<file path="src/rtl/fir_pkg.sv">
// Shared types and helpers for the time-multiplexed FIR scheduler.
package fir_pkg;

  typedef enum logic [1:0] {IDLE, MAC, OUT} state_t;

  // Wide enough for NUM_COEFF full-scale products without overflow.
  function automatic int acc_width(input int size, input int ncoeff);
    return 2 * size + $clog2(ncoeff);
  endfunction

  function automatic int default_coeff(input int i);
    return i + 1;
  endfunction

endpackage

</file>
<file path="src/rtl/fir_mac.sv">
// Registered unsigned multiply-accumulate; clr wins over accumulate when enabled.
module fir_mac #(
  parameter int SIZE  = 8,
  parameter int ACC_W = 18
) (
  input  logic            clk,
  input  logic            rst_n,
  input  logic            en,
  input  logic            clr,
  input  logic [SIZE-1:0] a,
  input  logic [SIZE-1:0] b,
  output logic [SIZE-1:0] acc_lo
);

  logic [2*SIZE-1:0] prod;
  logic [ACC_W-1:0]  acc_reg;

  assign prod   = a * b;
  assign acc_lo = acc_reg[SIZE-1:0];

  always_ff @(posedge clk or negedge rst_n) begin
    if (!rst_n) begin
      acc_reg <= '0;
    end else if (en) begin
      if (clr) acc_reg <= '0;
      else     acc_reg <= acc_reg + ACC_W'(prod);
    end
  end

endmodule

</file>
<file path="src/rtl/fir_mac_sched.sv">
// FIR scheduler: one shared MAC walks all taps per sample, results leave over valid/ready.
module fir_mac_sched
  import fir_pkg::*;
#(
  parameter int NUM_COEFF = 4,
  parameter int SIZE      = 8,
  parameter int ACC_W     = acc_width(SIZE, NUM_COEFF)
) (
  input  logic                         clk,
  input  logic                         rst_n,
  input  logic                         en,
  input  logic                         in_valid,
  input  logic [SIZE-1:0]              in_data,
  output logic                         in_ready,
  input  logic                         coeff_we,
  input  logic [$clog2(NUM_COEFF)-1:0] coeff_addr,
  input  logic [SIZE-1:0]              coeff_data,
  output logic                         out_valid,
  output logic [SIZE-1:0]              out_data,
  input  logic                         out_ready,
  output logic                         busy
);

  localparam int KW = $clog2(NUM_COEFF);
  localparam logic [KW-1:0] LAST_K  = KW'(NUM_COEFF - 1);
  localparam logic [KW:0]   NUM_L   = (KW + 1)'(NUM_COEFF);

  state_t          state_reg;
  logic [KW-1:0]   k_reg;
  logic            out_valid_reg;
  logic            busy_reg;
  logic [SIZE-1:0] hist_reg  [NUM_COEFF];
  logic [SIZE-1:0] coeff_reg [NUM_COEFF];

  logic            accept;
  logic            coeff_wr;
  logic            mac_en;
  logic [SIZE-1:0] x_sel;
  logic [SIZE-1:0] c_sel;

  assign in_ready  = rst_n & en & (state_reg == IDLE);
  assign accept    = in_valid & in_ready;
  // Out-of-range addresses are dropped so a wide address bus cannot alias taps.
  assign coeff_wr  = coeff_we & en & (state_reg == IDLE) & ({1'b0, coeff_addr} < NUM_L);
  assign mac_en    = en & (accept | (state_reg == MAC));
  assign x_sel     = hist_reg[k_reg];
  assign c_sel     = coeff_reg[k_reg];
  assign out_valid = out_valid_reg;
  assign busy      = busy_reg;

  always_ff @(posedge clk or negedge rst_n) begin
    if (!rst_n) begin
      for (int i = 0; i < NUM_COEFF; i++) hist_reg[i] <= '0;
    end else if (accept) begin
      hist_reg[0] <= in_data;
      for (int i = 1; i < NUM_COEFF; i++) hist_reg[i] <= hist_reg[i-1];
    end
  end

  always_ff @(posedge clk or negedge rst_n) begin
    if (!rst_n) begin
      for (int i = 0; i < NUM_COEFF; i++) coeff_reg[i] <= SIZE'(default_coeff(i));
    end else if (coeff_wr) begin
      for (int i = 0; i < NUM_COEFF; i++)
        if (coeff_addr == KW'(i)) coeff_reg[i] <= coeff_data;
    end
  end

  always_ff @(posedge clk or negedge rst_n) begin
    if (!rst_n) begin
      state_reg     <= IDLE;
      k_reg         <= '0;
      out_valid_reg <= 1'b0;
      busy_reg      <= 1'b0;
    end else if (en) begin
      case (state_reg)
        IDLE: begin
          if (accept) begin
            state_reg <= MAC;
            k_reg     <= '0;
            busy_reg  <= 1'b1;
          end
        end
        MAC: begin
          if (k_reg == LAST_K) begin
            state_reg     <= OUT;
            k_reg         <= '0;
            out_valid_reg <= 1'b1;
          end else begin
            k_reg <= k_reg + 1'b1;
          end
        end
        OUT: begin
          if (out_ready) begin
            state_reg     <= IDLE;
            out_valid_reg <= 1'b0;
            busy_reg      <= 1'b0;
          end
        end
        default: begin
          state_reg     <= IDLE;
          out_valid_reg <= 1'b0;
          busy_reg      <= 1'b0;
        end
      endcase
    end
  end

  // The accept edge clears the accumulator; the following NUM_COEFF edges add one tap each.
  fir_mac #(
    .SIZE  (SIZE),
    .ACC_W (ACC_W)
  ) u_mac (
    .clk    (clk),
    .rst_n  (rst_n),
    .en     (mac_en),
    .clr    (accept),
    .a      (x_sel),
    .b      (c_sel),
    .acc_lo (out_data)
  );

endmodule

</file>
<file path="config.mk">
export PLATFORM = sky130hd
export DESIGN_NAME = fir_mac_sched
export DESIGN_NICKNAME = d
export VERILOG_FILES = /design/src/rtl/fir_pkg.sv /design/src/rtl/fir_mac.sv /design/src/rtl/fir_mac_sched.sv
export SDC_FILE = /design/constraint.sdc
export NUM_CORES = 1
export LEC_CHECK = 0
export CORE_MARGIN = 4
export CORE_UTILIZATION = 51
export CTS_BUF_LIST = sky130_fd_sc_hd__clkbuf_8
export DETAILED_ROUTE_END_ITERATION = 16
export PLACE_DENSITY = 0.74
export SYNTH_ARGS = -nofsm -noshare
export SYNTH_HDL_FRONTEND = slang
export SYNTH_SLANG_ARGS = --single-unit
</file>
<file path="constraint.sdc">
create_clock -name clk -period 4.39 [get_ports clk]
set_input_delay 0.878 -clock clk [delete_from_list [all_inputs] [get_ports clk]]
set_output_delay 0.878 -clock clk [all_outputs]
set_load 0.01 [all_outputs]
</file>
==> flow_summary_export.csv <==
group,metric,value,unit
sta,setup_ws,-0.116,ns
placed_design,portBuffers,34,
clock_network,cts-root-buf,"clkbuf_8",
cells_and_area,syn2layout_area_growth,22.8,%
placed_design,gp_congestion,0.902,
worst_setup_path,crit_path_max_fanout,6,
sta,maxSlewViolCount,0,
global_route,grt_pass1_vias,2991,
worst_setup_path,ff2ff_setup_slack,-0.12,ns
worst_setup_path,cp_cell_sequence,"buf_6, mux4_2, and2_4, fa_2, ha_4, ha_4, inv_2, fa_1, inv_2, ha_4, fa_2, a21o_1, a21oi_2, xor2_1, xnor2_1, xnor3_1, o21ai_1",
worst_setup_path,rr_worst_depth,17,
clock_network,clk_latency,0.35,ns
die,ioPinCount,35,
global_route,top_usage_layer,"met2",
worst_setup_path,cpMostUsedCell,"ha_4",
route,firstDrtPassIters,4,
worst_setup_path,endpoint_kind,"register",
global_route,use_met3,0.0282,
worst_setup_path,start_kind,"register",
min_path,hp-class,"in2async",
sta,setup_viol,1,
worst_setup_path,crit_slowest_cell,"mux4_2",
die,dieHeight,102,microns
sta,worst_slew_pin_slew,0.976,ns
sta,min_period_over_period,1.03,
clock_network,h-tree-depth,3,
worst_setup_path,path_delay_family,"adder cells",
die,core.rowCount,33,
global_route,overflow,0,
clock_network,numCtsBuffers,9,
cells_and_area,drive_gt1_frac,0.385,
global_route,use_met2,0.303,
die,initial_core_util,0.532,
worst_setup_path,r2r_start,"k_reg[0]$_DFFE_PN0P_",
logic_synthesis,ys_async_sr_fraction,1.00,
route,detail-route-antenna-nets,0,
global_route,grt.met1_usage,0.261,
logic_synthesis,mappedNetlistArea,4460,sq um
worst_setup_path,endpoint,"u_mac.acc_reg[7]$_DFFE_PN0P_",
die,die_x,102,microns
worst_setup_path,critPathKind,"reg2reg",
clock_network,cts_tree,"done",
clock_network,clk_path_buf_depth,2,
clock_network,cts_hold_buf,0,
cells_and_area,layout.nets,478,
sta,skew,0.0105,ns
die,core_area,8380,sq um
logic_synthesis,seq_area_frac_synth,0.439,
global_route,antenna_found_initial,0,
route,drt-initial-drc-count,122,
cells_and_area,final_common_cell,"dfrtp_1",
logic_synthesis,synth_warnings,0,
global_route,grt_pass1_wl,14.9,mm
die,die_area,10300,sq um
logic_synthesis,yosys.cell_types.count,32,
logic_synthesis,synth_edf_count,0,
cells_and_area,num_antenna_cells,0,
clock_network,cts_num_sinks,78,
sta,relSlewSlack,0.347,
worst_setup_path,r2r_end,"u_mac.acc_reg[7]$_DFFE_PN0P_",
route,wl_per_cell,16.1,microns
worst_setup_path,critical_path.max_stage_delay,0.61,ns
logic_synthesis,synth_nets,412,
sta,finalCriticalPeriod,4.51,ns
logic_synthesis,synth_area_per_cell,12.7,sq um
sta,hold_ws,0.467,ns
placed_design,dp_hpwl,6.27,mm
route,vias,2782,
run_status,status,"finished, violations left",
worst_setup_path,critPathLaunch,"k_reg[0]$_DFFE_PN0P_",
route,routed_wl,8.52,mm
route,drc_errors,0,
run,maxCapViolations,0,
logic_synthesis,syn_inst,352,
sta,rsz0062_at_grt,"true",
worst_setup_path,critical_path_buf_inv_count,3,
cells_and_area,layout_common_cells,"dfrtp_1 (72), mux2_2 (64), nand2_1 (38), clkdlybuf4s50_1 (33), inv_1 (32)",
logic_synthesis,ys.flop_type,"dfrtp_1",
run_status,violations,"negative setup slack",
worst_setup_path,cp.depth,17,
sta,fmax,222,MHz
clock_network,clkTransAtPathRegs,0.08,ns
worst_setup_path,critical_path_required,4.67,ns
global_route,grt_usage,0.187,
logic_synthesis,ys_ff_latch,78,
route,via_per_inst,5.27,
worst_setup_path,arrival,4.78,ns
sta,timing.final.hold_violations,0,
global_route,grt_max_degree,46,
Yosys cell counts (2+ instances only):
cell	n	share of area
inv_1	38	0.032
mux2_2	64	0.16
fa_1	18	0.081
and2_1	12	0.017
xnor2_1	11	0.022
xor2_1	4	0.0079
a21o_1	3	0.0050
buf_2	2	0.0022
o21ai_0	5	0.0056
dfrtp_1	73	0.41
nor2_1	3	0.0025
buf_6	2	0.0050
clkbuf_1	6	0.0050
ha_1	18	0.050
nand3_1	12	0.013
a21oi_1	3	0.0034
mux4_1	4	0.024
and2_2	2	0.0034
mux4_2	12	0.061
nand2_1	44	0.037
dfstp_2	5	0.029
through the flow:
stage	setup TNS [ns]	area [sq um]	setup slack, ns	utilization	cells
detailed placement	-0.158	5130	-0.158	0.612	504
global placement	-0.0900	5130	-0.0900	0.612	504
floorplan	0	4520	0.00543	-	352
CTS	-0.104	5400	-0.104	0.644	522
finish	-0.116	5480	-0.116	0.654	528
global route	-0.275	5480	-0.275	0.654	528
worst register-to-register path: cells and delay by family, from the launching register on:
family	cells	cell delay, ns
DFF	1	0.42
AOI/OAI and AO/OA	3	0.45
buffers and inverters	3	0.21
xor gates and xnor gates	3	0.59
and+or+nand+nor	1	0.22
muxes	1	0.61
adders and majority gates	6	1.93
worst min-delay path by stage:
stage / start / end / cells past startpoint
6_report: rst_n / hist_reg[31]$_DFFE_PN0P_ / 1
5_1_grt: rst_n / hist_reg[31]$_DFFE_PN0P_ / 1
4_1_cts: rst_n / hist_reg[31]$_DFFE_PN0P_ / 1
3_5_place_dp: coeff_reg[14]$_DFFE_PN0P_ / coeff_reg[14]$_DFFE_PN0P_ / 1
3_3_place_gp: hist_reg[1]$_DFFE_PN0P_ / hist_reg[1]$_DFFE_PN0P_ / 1
2_1_floorplan: coeff_reg[21]$_DFFE_PN0P_ / coeff_reg[21]$_DFFE_PN0P_ / 1
cell families (layout without fill, tap and decap cells):
logic type	Yosys count	count (layout)	synth area share
muxes	80	80	0.246
buffers and inverters	48	119	0.0443
xor gates and xnor gates	17	17	0.0381
and+or+nand+nor	79	79	0.0828
adders and majority gates	36	36	0.131
DFF	78	78	0.439
AOI/OAI and AO/OA	14	14	0.0188
cell type report:
class | count | area [sq um]
clock buffers | 9 | 124
clock inverters | 7 | 72.6
fillers | 615 | 2900
inverters | 38 | 143
multi-input cells | 226 | 2440
flip-flops and latches | 78 | 1960
well taps | 105 | 131
repair buffers | 65 | 611
timing repair:
| item | 4_1_cts | 5_1_grt |
|---|---|---|
| endpoints found under the hold margin | 0 | 0 |
| cloned | 0 | 0 |
| buffers inserted | 2 | 6 |
| pin swaps | 5 | 17 |
| setup endpoints to repair | 1 | 1 |
| gates resized for setup | 10 | 10 |
routing by layer:
metal  wire [microns]  vias to the layer above
li1                 -                     1321
met1             3970                     1425
met2             4260                       27
met3              181                        9
met4              108                        0
met5                0                        -
Power is left out: the tool's default activity adds up to more than one toggle a clock period on the data nets, which glitch-free logic cannot reach.
